[config.mk]
export PLATFORM = sky130hd
export DESIGN_NAME = tangcore_host
export DESIGN_NICKNAME = d
export VERILOG_FILES = /design/src/rtl/tangcore_host.sv
export SDC_FILE = /design/constraint.sdc
export NUM_CORES = 1
export LEC_CHECK = 0
export BUFFER_PORTS_ARGS = -buffer_cell sky130_fd_sc_hd__buf_2
export CORE_MARGIN = 2
export CORE_UTILIZATION = 50
export DETAILED_ROUTE_END_ITERATION = 10
export GPL_ROUTABILITY_DRIVEN = 0
export HOLD_SLACK_MARGIN = 0.08
export PLACE_DENSITY = 0.72
export SYNTH_ARGS = -nofsm -noshare
export SYNTH_HDL_FRONTEND = slang
export SYNTH_SLANG_ARGS = --single-unit
[constraint.sdc]
create_clock -name clk -period 3.7 [get_ports clk]
set_input_delay 0.37 -clock clk [delete_from_list [all_inputs] [get_ports clk]]
set_output_delay 0.37 -clock clk [all_outputs]
set_load 0.02 [all_outputs]
[src/rtl/tangcore_host.sv]
// tangcore_host: MCU-side engine for the TangCore companion UART protocol.
// Turns parallel commands into command frames (opcode, argument bytes,
// optional payload) on a byte stream toward a UART transmitter. Independently
// parses reply frames coming back from the core's UART receiver.
//
// Ports
//   clk, resetn                     clock, async active-low reset
//   cmd_valid/cmd_ready/op/arg      command handshake (ready while IDLE)
//   data_in/_valid/_ready           payload stream for op 5 / op 7
//   tx_byte/tx_valid/tx_ready       byte stream to UART TX
//   rx_byte/rx_valid                1-cycle byte strobe from UART RX
//   core_id/core_id_valid           core ID reply
//   cfg_char/_valid, cfg_done       config string characters and terminator
//   joy1/joy2/joy_update            joypad state
//   busy                            TX FSM not idle
//   err                             invalid op, reply timeout or string overflow
module tangcore_host #(
  parameter int RESP_TIMEOUT = 1_000_000,
  parameter int STR_MAX      = 128
) (
  input  logic        clk,
  input  logic        resetn,
  input  logic        cmd_valid,
  output logic        cmd_ready,
  input  logic [3:0]  cmd_op,
  input  logic [31:0] cmd_arg,
  input  logic [7:0]  data_in,
  input  logic        data_in_valid,
  output logic        data_in_ready,
  output logic [7:0]  tx_byte,
  output logic        tx_valid,
  input  logic        tx_ready,
  input  logic [7:0]  rx_byte,
  input  logic        rx_valid,
  output logic [7:0]  core_id,
  output logic        core_id_valid,
  output logic [7:0]  cfg_char,
  output logic        cfg_char_valid,
  output logic        cfg_done,
  output logic [15:0] joy1,
  output logic [15:0] joy2,
  output logic        joy_update,
  output logic        busy,
  output logic        err
);

  localparam int          SCW      = $clog2(STR_MAX + 1);
  localparam logic [SCW-1:0] SMAX  = SCW'(STR_MAX);
  localparam logic [31:0] TMO_LAST = 32'(RESP_TIMEOUT - 1);

  typedef enum logic [2:0] {S_IDLE, S_OPCODE, S_ARGS, S_PAYLOAD, S_WAIT} tx_state_e;
  typedef enum logic [1:0] {R_IDLE, R_JOY, R_ID, R_STR} rx_state_e;

  tx_state_e   state_q;
  logic [3:0]  op_q;
  logic [31:0] arg_q;
  logic [1:0]  idx_q;
  logic [23:0] cnt_q;
  logic [31:0] tmo_q;
  logic [7:0]  tx_byte_q;
  logic        tx_valid_q, busy_q, err_q;

  rx_state_e   rstate_q;
  logic [1:0]  jcnt_q;
  logic [7:0]  b1_q, b2_q, b3_q;
  logic [SCW-1:0] scnt_q;
  logic [7:0]  core_id_q, cfg_char_q;
  logic [15:0] joy1_q, joy2_q;
  logic        core_id_valid_q, cfg_char_valid_q, cfg_done_q, joy_update_q, ovf_q;

  // Number of argument bytes following the opcode.
  function automatic logic [2:0] n_args(input logic [3:0] op);
    case (op)
      4'd3, 4'd9: n_args = 3'd4;
      4'd4:       n_args = 3'd2;
      4'd7:       n_args = 3'd3;
      4'd6, 4'd8: n_args = 3'd1;
      default:    n_args = 3'd0;
    endcase
  endfunction

  // Byte lane of arg sent as argument byte idx (op 9 is little-endian per pair,
  // the others send the most significant used byte first).
  function automatic logic [7:0] arg_byte(input logic [3:0] op, input logic [31:0] arg,
                                          input logic [1:0] idx);
    logic [1:0] bi;
    case (op)
      4'd3:    bi = 2'd3 - idx;
      4'd4:    bi = 2'd1 - idx;
      4'd7:    bi = 2'd2 - idx;
      4'd9:    bi = idx;
      default: bi = 2'd0;
    endcase
    arg_byte = arg[{bi, 3'b000} +: 8];
  endfunction

  // The (STR_MAX+1)-th nonzero character of a config string.
  logic rx_ovf_c;
  assign rx_ovf_c = rx_valid && (rstate_q == R_STR) && (rx_byte != 8'h00) && (scnt_q == SMAX);

  // Reply completion is taken from the registered RX pulses.
  logic resp_done;
  assign resp_done = (op_q == 4'd1) ? core_id_valid_q : (cfg_done_q | ovf_q);

  assign cmd_ready     = (state_q == S_IDLE);
  assign data_in_ready = (state_q == S_PAYLOAD) && !tx_valid_q;

  // ---------------- TX FSM ----------------
  always_ff @(posedge clk or negedge resetn) begin
    if (!resetn) begin
      state_q    <= S_IDLE;
      op_q       <= '0;
      arg_q      <= '0;
      idx_q      <= '0;
      cnt_q      <= '0;
      tmo_q      <= '0;
      tx_byte_q  <= '0;
      tx_valid_q <= 1'b0;
      busy_q     <= 1'b0;
      err_q      <= 1'b0;
    end else begin
      err_q <= rx_ovf_c;
      case (state_q)
        S_IDLE: begin
          if (cmd_valid) begin
            op_q  <= cmd_op;
            arg_q <= cmd_arg;
            if (cmd_op == 4'd0 || cmd_op > 4'd9) begin
              err_q <= 1'b1;
            end else begin
              tx_byte_q  <= {4'h0, cmd_op};
              tx_valid_q <= 1'b1;
              busy_q     <= 1'b1;
              state_q    <= S_OPCODE;
            end
          end
        end
        S_OPCODE: begin
          if (tx_valid_q && tx_ready) begin
            tx_valid_q <= 1'b0;
            idx_q      <= '0;
            tmo_q      <= '0;
            if (n_args(op_q) != 3'd0)             state_q <= S_ARGS;
            else if (op_q == 4'd5)                state_q <= S_PAYLOAD;
            else if (op_q == 4'd1 || op_q == 4'd2) state_q <= S_WAIT;
            else begin
              state_q <= S_IDLE;
              busy_q  <= 1'b0;
            end
          end
        end
        S_ARGS: begin
          // One idle cycle between bytes: present only while tx_valid is low.
          if (!tx_valid_q) begin
            tx_byte_q  <= arg_byte(op_q, arg_q, idx_q);
            tx_valid_q <= 1'b1;
          end else if (tx_ready) begin
            tx_valid_q <= 1'b0;
            if ({1'b0, idx_q} == n_args(op_q) - 3'd1) begin
              if (op_q == 4'd7 && arg_q[23:0] != 24'd0) begin
                cnt_q   <= arg_q[23:0];
                state_q <= S_PAYLOAD;
              end else begin
                state_q <= S_IDLE;
                busy_q  <= 1'b0;
              end
            end else begin
              idx_q <= idx_q + 2'd1;
            end
          end
        end
        S_PAYLOAD: begin
          if (!tx_valid_q) begin
            if (data_in_valid) begin
              tx_byte_q  <= data_in;
              tx_valid_q <= 1'b1;
            end
          end else if (tx_ready) begin
            tx_valid_q <= 1'b0;
            cnt_q      <= cnt_q - 24'd1;
            // op 5 ends after its 0x00 terminator, op 7 after len bytes.
            if ((op_q == 4'd5) ? (tx_byte_q == 8'h00) : (cnt_q == 24'd1)) begin
              state_q <= S_IDLE;
              busy_q  <= 1'b0;
            end
          end
        end
        S_WAIT: begin
          // Completion is checked first so it beats a same-cycle expiry.
          if (resp_done) begin
            state_q <= S_IDLE;
            busy_q  <= 1'b0;
          end else if (tmo_q == TMO_LAST) begin
            err_q   <= 1'b1;
            state_q <= S_IDLE;
            busy_q  <= 1'b0;
          end else begin
            tmo_q <= tmo_q + 32'd1;
          end
        end
        default: begin
          state_q <= S_IDLE;
          busy_q  <= 1'b0;
        end
      endcase
    end
  end

  // ---------------- RX parser ----------------
  always_ff @(posedge clk or negedge resetn) begin
    if (!resetn) begin
      rstate_q         <= R_IDLE;
      jcnt_q           <= '0;
      b1_q             <= '0;
      b2_q             <= '0;
      b3_q             <= '0;
      scnt_q           <= '0;
      core_id_q        <= '0;
      cfg_char_q       <= '0;
      joy1_q           <= '0;
      joy2_q           <= '0;
      core_id_valid_q  <= 1'b0;
      cfg_char_valid_q <= 1'b0;
      cfg_done_q       <= 1'b0;
      joy_update_q     <= 1'b0;
      ovf_q            <= 1'b0;
    end else begin
      core_id_valid_q  <= 1'b0;
      cfg_char_valid_q <= 1'b0;
      cfg_done_q       <= 1'b0;
      joy_update_q     <= 1'b0;
      ovf_q            <= 1'b0;
      if (rx_valid) begin
        case (rstate_q)
          R_IDLE: begin
            case (rx_byte)
              8'h01: begin rstate_q <= R_JOY; jcnt_q <= '0; end
              8'h11: rstate_q <= R_ID;
              8'h22: begin rstate_q <= R_STR; scnt_q <= '0; end
              default: ;
            endcase
          end
          R_JOY: begin
            jcnt_q <= jcnt_q + 2'd1;
            case (jcnt_q)
              2'd0: b1_q <= rx_byte;
              2'd1: b2_q <= rx_byte;
              2'd2: b3_q <= rx_byte;
              default: begin
                // Both pads commit together so a partial frame is never visible.
                joy1_q       <= {b2_q, b1_q};
                joy2_q       <= {rx_byte, b3_q};
                joy_update_q <= 1'b1;
                rstate_q     <= R_IDLE;
              end
            endcase
          end
          R_ID: begin
            core_id_q       <= rx_byte;
            core_id_valid_q <= 1'b1;
            rstate_q        <= R_IDLE;
          end
          R_STR: begin
            if (rx_byte == 8'h00) begin
              cfg_done_q <= 1'b1;
              rstate_q   <= R_IDLE;
            end else if (rx_ovf_c) begin
              ovf_q    <= 1'b1;
              rstate_q <= R_IDLE;
            end else begin
              cfg_char_q       <= rx_byte;
              cfg_char_valid_q <= 1'b1;
              scnt_q           <= scnt_q + 1'b1;
            end
          end
          default: rstate_q <= R_IDLE;
        endcase
      end
    end
  end

  assign tx_byte        = tx_byte_q;
  assign tx_valid       = tx_valid_q;
  assign busy           = busy_q;
  assign err            = err_q;
  assign core_id        = core_id_q;
  assign core_id_valid  = core_id_valid_q;
  assign cfg_char       = cfg_char_q;
  assign cfg_char_valid = cfg_char_valid_q;
  assign cfg_done       = cfg_done_q;
  assign joy1           = joy1_q;
  assign joy2           = joy2_q;
  assign joy_update     = joy_update_q;

endmodule

# Word-level counts from Yosys, hierarchy flattened
# Index checks and enable logic that the tools add are counted.
[totals]
elab_cells = 241
in_bits = 58
register_bits = 197
[op_classes]
bitwise = 4
n_eq_ne = 53
n_shift = 1
order_cmp = 1
mux = 103
n_reduce_logical = 45
n_addsub = 9
[ops]
columns = ["operator", "n"]
rows = [
  ["24-bit 2-to-1 mux", 6],
  ["32-bit 2-to-1 mux", 3],
  ["8-bit 2-to-1 mux", 8],
  ["32-bit case mux with 2 select lines", 1],
  ["3-bit 2-to-1 mux", 19],
  ["24-bit case mux with 2 select lines", 1],
  ["2-bit inequality test, second input constant", 22],
  ["1-bit 2-to-1 mux", 42],
  ["32-bit by 1-bit adder with 32-bit output, second input constant", 1],
  ["32-bit by 20-bit == test with 1-bit output, second input constant", 1],
  ["32-bit by 6-bit variable part select with 8-bit output", 1],
  ["24-bit by 1-bit == test with 1-bit output, second input constant", 1],
  ["8-bit case mux with 3 select lines", 1],
  ["24-bit nonzero test", 1],
  ["24-bit by 1-bit subtractor with 24-bit output, second input constant", 1],
  ["2-bit 2-to-1 mux", 11],
  ["4-bit by 3-bit == test with 1-bit output, second input constant", 4],
  ["8-bit logical NOT", 2],
  ["2-bit case mux with 4 select lines", 2],
  ["8-bit case mux with 2 select lines", 1],
  ["4-bit AND reduction", 4],
  ["3-bit case mux with 5 select lines", 1],
  ["3-bit AND reduction", 5],
  ["14-bit AND reduction", 1],
  ["48 further kinds", 76],
]

# Logic depth before layout (Yosys ltp)
[logic_depth]
word_depth = 12
depth_mapped = 12
mapped_depth_nobuf = 10

# Worst setup path after synthesis
# No wires, ideal clock.
[synth_path]
path_kind = "register -> register"
from = "register op_q[0]"
to = "register busy_q (netlist: busy)"
stages_incl_launch_ff = 11
setup_slack_ns = 0.734
arrival_time_ns = 2.838
t_required_ns = 3.572
path_cell_list = "dfrtp_1 -> nor4b_1 -> nor2_1 -> ha_1 -> ha_1 -> nand2_1 -> or4b_4 -> a32oi_1 -> o211ai_1 -> nor3_2 -> mux2_1"
[synth_between]
elab_chain_cells = 10
[synth_rtl]
columns = ["element", "line_no", "rtl"]
rows = [
  ["start: declaration", "55", "logic [3:0] op_q;"],
  ["start signal: assignment", "126", "op_q <= cmd_op;"],
  ["4-bit by 3-bit == test with 1-bit output (tied with other cells)", "73", "case (op)"],
  ["2-bit OR reduction", "73", ""],
  ["3-bit case mux with 4 select lines", "73", ""],
  ["3-bit 2-to-1 mux", "157", "end else if (tx_ready) begin"],
  ["3-bit 2-to-1 mux", "154", "if (!tx_valid_q) begin"],
  ["3-bit 2-to-1 mux", "123", "case (state_q)"],
  ["3-bit by 1-bit subtractor with 3-bit output", "159", "if ({1'b0, idx_q} == n_args(op_q) - 3'd1) begin"],
  ["2-bit by 3-bit == test with 1-bit output", "159", ""],
  ["2-bit inequality test (no line)", "-", ""],
  ["14-bit AND reduction (no line)", "-", ""],
  ["end signal: assignment", "148", "busy_q <= 1'b0;"],
  ["end signal: assignment", "165", "busy_q <= 1'b0;"],
  ["end signal: assignment", "184", "busy_q <= 1'b0;"],
  ["end: declaration", "61", "logic tx_valid_q, busy_q, err_q;"],
]
# Several ways; a longest one is shown, not always the timed one. The select of a mux whose other input is x is not followed.
# A chain may end at the register's enable or synchronous reset.

# Final worst setup path
[layout_path]
from = "register op_q[0]"
to = "register cnt_q[9]"
[layout_between]
elab_chain_cells = 10
[layout_rtl]
columns = ["element", "line_no", "rtl"]
rows = [
  ["4-bit by 3-bit == test with 1-bit output (tied with other cells)", "73", ""],
  ["2-bit OR reduction", "73", ""],
  ["3-bit case mux with 4 select lines", "73", ""],
  ["3-bit 2-to-1 mux", "157", ""],
  ["3-bit 2-to-1 mux", "154", ""],
  ["3-bit 2-to-1 mux", "123", ""],
  ["3-bit by 1-bit subtractor with 3-bit output", "159", ""],
  ["2-bit by 3-bit == test with 1-bit output", "159", ""],
  ["2-bit inequality test (no line)", "-", ""],
  ["7-bit AND reduction (no line) *", "-", ""],
  ["end signal: assignment", "161", "cnt_q <= arg_q[23:0];"],
  ["end signal: assignment", "180", "cnt_q <= cnt_q - 24'd1;"],
  ["end: declaration", "58", "logic [23:0] cnt_q;"],
]
# Every way passes the cells marked *; elsewhere a longest branch is shown, timed or not. The select of a mux whose other input is x is not followed.

==> results.cfg <==
[logic_synthesis]
postSynthCellCount = 921
ys_seq_area_frac = 0.501
synth_ff_type = dfrtp_1
synth_area_leaders = dfrtp_1, mux2_2, nor2_1, nand2_1, a21oi_1
yosys_warnings = 0
postSynthAreaPerCell_um2 = 10.7
synth-seq-cells = 197
syn_nets = 990
synth_top_cell_area_share = 0.501
synth_common_cells = dfrtp_1, mux2_2, nor2_1
yosysUniqueCellTypes = 73
async_flop_share = 1.00
yosysTopAreaCell = dfrtp_1
synth.most_common_cell = dfrtp_1
synth_edf_count = 0
syn_area_um2 = 9840

[placement]
io_buffers = 122
dp_hpwl_um = 16900
dp_slack_ns = 0.346

[global_routing]
overflow = 0
grt_max_degree = 89
grt_pass1_vias = 7378
grt_pass1_wl_um = 39100
antenna_found_initial = 4
grtUsageTotal = 0.242

[timing]
drv_slew = 0
fin_ws_ns = 0.298
finalCritPeriodShare = 0.919
setup_violations = 0
min_period_ns = 3.40
worst_pin_slew_ns = 0.973
slew_headroom = 0.349
finalHoldViolations = 0
finalSetupTns_ns = 0
skew_ns = 0.00872
fmax_mhz = 294
grt_setup_unrepaired = no

[hold_path]
min_path_type = in2reg

[setup_path]
start_kind = flop
cp.required_ns = 4.07
crit_fanout = 14
critPathKind = reg2reg
critPathArrivalTime_ns = 3.77
cp-end-kind = flop

[floorplanning]
core_um2 = 19400
row_count = 51
die_w_um = 144
start_util = 0.507
fp.dieH_um = 144
die_area_um2 = 20800
io_pins = 123

[cts]
clk_latency_ns = 0.44
cts_made_buffers = 17
cts_sinks = 197
cts_tree = built
htreeDepth = 4
postCtsSetupBuffers = 0
root_buffer = clkbuf_16
ctsLongestPathBuffers = 2
cts-resized-gates = 0
clkTransAtPathRegs_ns = 0.08

[pwr]
p_leak_uw = 0.00517
ir_worst_vdd_mv = 0.442
p_per_area_nw_per_um2 = 506

[cells_and_area]
nets = 1095
drive_gt1_frac = 0.311
area.growth.synth_to_final_pct = 14.9
fill_cells = 1651

[route]
wl_per_cell_um = 18.6
drt_iter0_markers = 502
vias = 7691
via_per_inst = 5.88
firstDrtPassIters = 5
wl_um = 24300
ant_nets = 0
drc = 0

[run_status]
outcome = finished, final reports clean

[job]
cap_viol_max_count = 0
==> worst paths after layout <==
check / start / to / slack, ns / cells past startpoint
min: cmd_arg[23] / arg_q[23]$_DFFE_PN0P_ / 0.16 / 2
min reg2reg: cnt_q[21]$_DFFE_PN0P_ / cnt_q[21]$_DFFE_PN0P_ / 0.49 / 1
max reg2reg: op_q[0]$_DFFE_PN0P_ / cnt_q[9]$_DFFE_PN0P_ / 0.30 / 11
max: op_q[0]$_DFFE_PN0P_ / cnt_q[9]$_DFFE_PN0P_ / 0.30 / 11
min in group asynchronous: resetn / tmo_q[6]$_DFFE_PN0P_ / 0.56 / 2
max in group asynchronous: resetn / b3_q[4]$_DFFE_PN0P_ / 2.25 / 3
==> repair_timing <==
item                       in CTS  in global routing
hold buffers                    1                  0
setup endpoints to repair       0                  0
hold endpoints to repair       86                  0
==> critical path: stages (launching register included) <==
cell and delay, ns:
dfrtp_1 0.39, nor4b_1 0.59, nor2_1 0.12, ha_1 0.22
ha_1 0.29, nand2_1 0.05, or4b_4 0.49, and3_4 0.22
a211oi_4 0.54, buf_4 0.24, a21oi_2 0.05, a21oi_2 0.11
==> report_power, final <==
part / internal, µW / total [µW] / switching, µW / leakage (µW)
logic: 491 / 1070 / 582 / 0.00240
clock network: 1020 / 1960 / 943 / 0.000306
registers: 2490 / 2690 / 197 / 0.00247
==> state kept, by name, summed over array words and instances (netlist names), 16 cells and up <==
signal	cells
arg_q	32
cnt_q	24
joy1	16
joy2	16
tmo_q	32
==> cell usage in the layout, fill, tap and decap left out, types with 4 or more instances in the layout <==
cell       Yosys  routed
o21ai_1       21      21
or2_2          8       8
a31oi_1        8       8
o21ai_0       39      39
a31o_2         4       4
nor2_1        87      87
inv_8          0       4
a22oi_1       11      11
or3_1         12      12
nand4_1       11      11
o211ai_1       6       6
mux2_2       120     120
clkbuf_16      0      17
nor3b_1        5       5
and3_1         7       7
buf_2         10     121
a21oi_1       44      44
nand3_1       31      31
ha_1          11      11
a211oi_1       4       4
nor3_1        26      26
nor4_1        24      24
xnor2_1       17      17
o2bb2ai_1      4       4
dfrtp_1      197     197
clkinv_8       0       4
buf_4          0      11
and2_1         6       5
a21oi_2        6       6
nand2_1       60      60
mux4_2         4       4
inv_1         17      17
a221oi_1       4       4
o31ai_1       11      11
nor4b_1        6       6
==> cell type report <==
class,instances,area (µm²),share of cell area
multi-input cells,658,4610,0.408
flip-flops and latches,197,4930,0.436
well taps,265,332,0.0293
inverters,17,63.8,0.00564
diodes,3,7.51,0.000664
clock buffers,19,453,0.0401
clock inverters,13,181,0.0160
repair buffers,135,732,0.0647
==> cell families after synthesis <==
logic type      after synthesis  synth area share
compound gates              190             0.125
mux                         127             0.150
flops                       197             0.501
xor+xnor                     19            0.0169
simple gates                311             0.163
fa+ha+maj                    11            0.0140
buf+inv                      66            0.0310
==> through the flow <==
stage	util	power, µW	hold WS, ns	std cells	area (µm²)
after floorplan	-	3390	0.0744	921	9840
final	0.583	5730	0.160	1307	11300
after global placement	0.549	3760	0.464	1271	10700
after global routing	0.583	5990	0.141	1305	11300
after CTS	0.582	5770	0.147	1304	11300
after detailed placement	0.549	3810	0.470	1271	10700
==> metal layers <==
metal / global-route usage / routed length (µm) / vias up
li1: - / - / 3603
met2: 0.381 / 11500 / 225
met5: 0 / 19 / -
met1: 0.326 / 10700 / 3832
met4: 0.0710 / 411 / 4
met3: 0.0712 / 1640 / 27
Note: power is estimated with default switching activity, not from simulation.
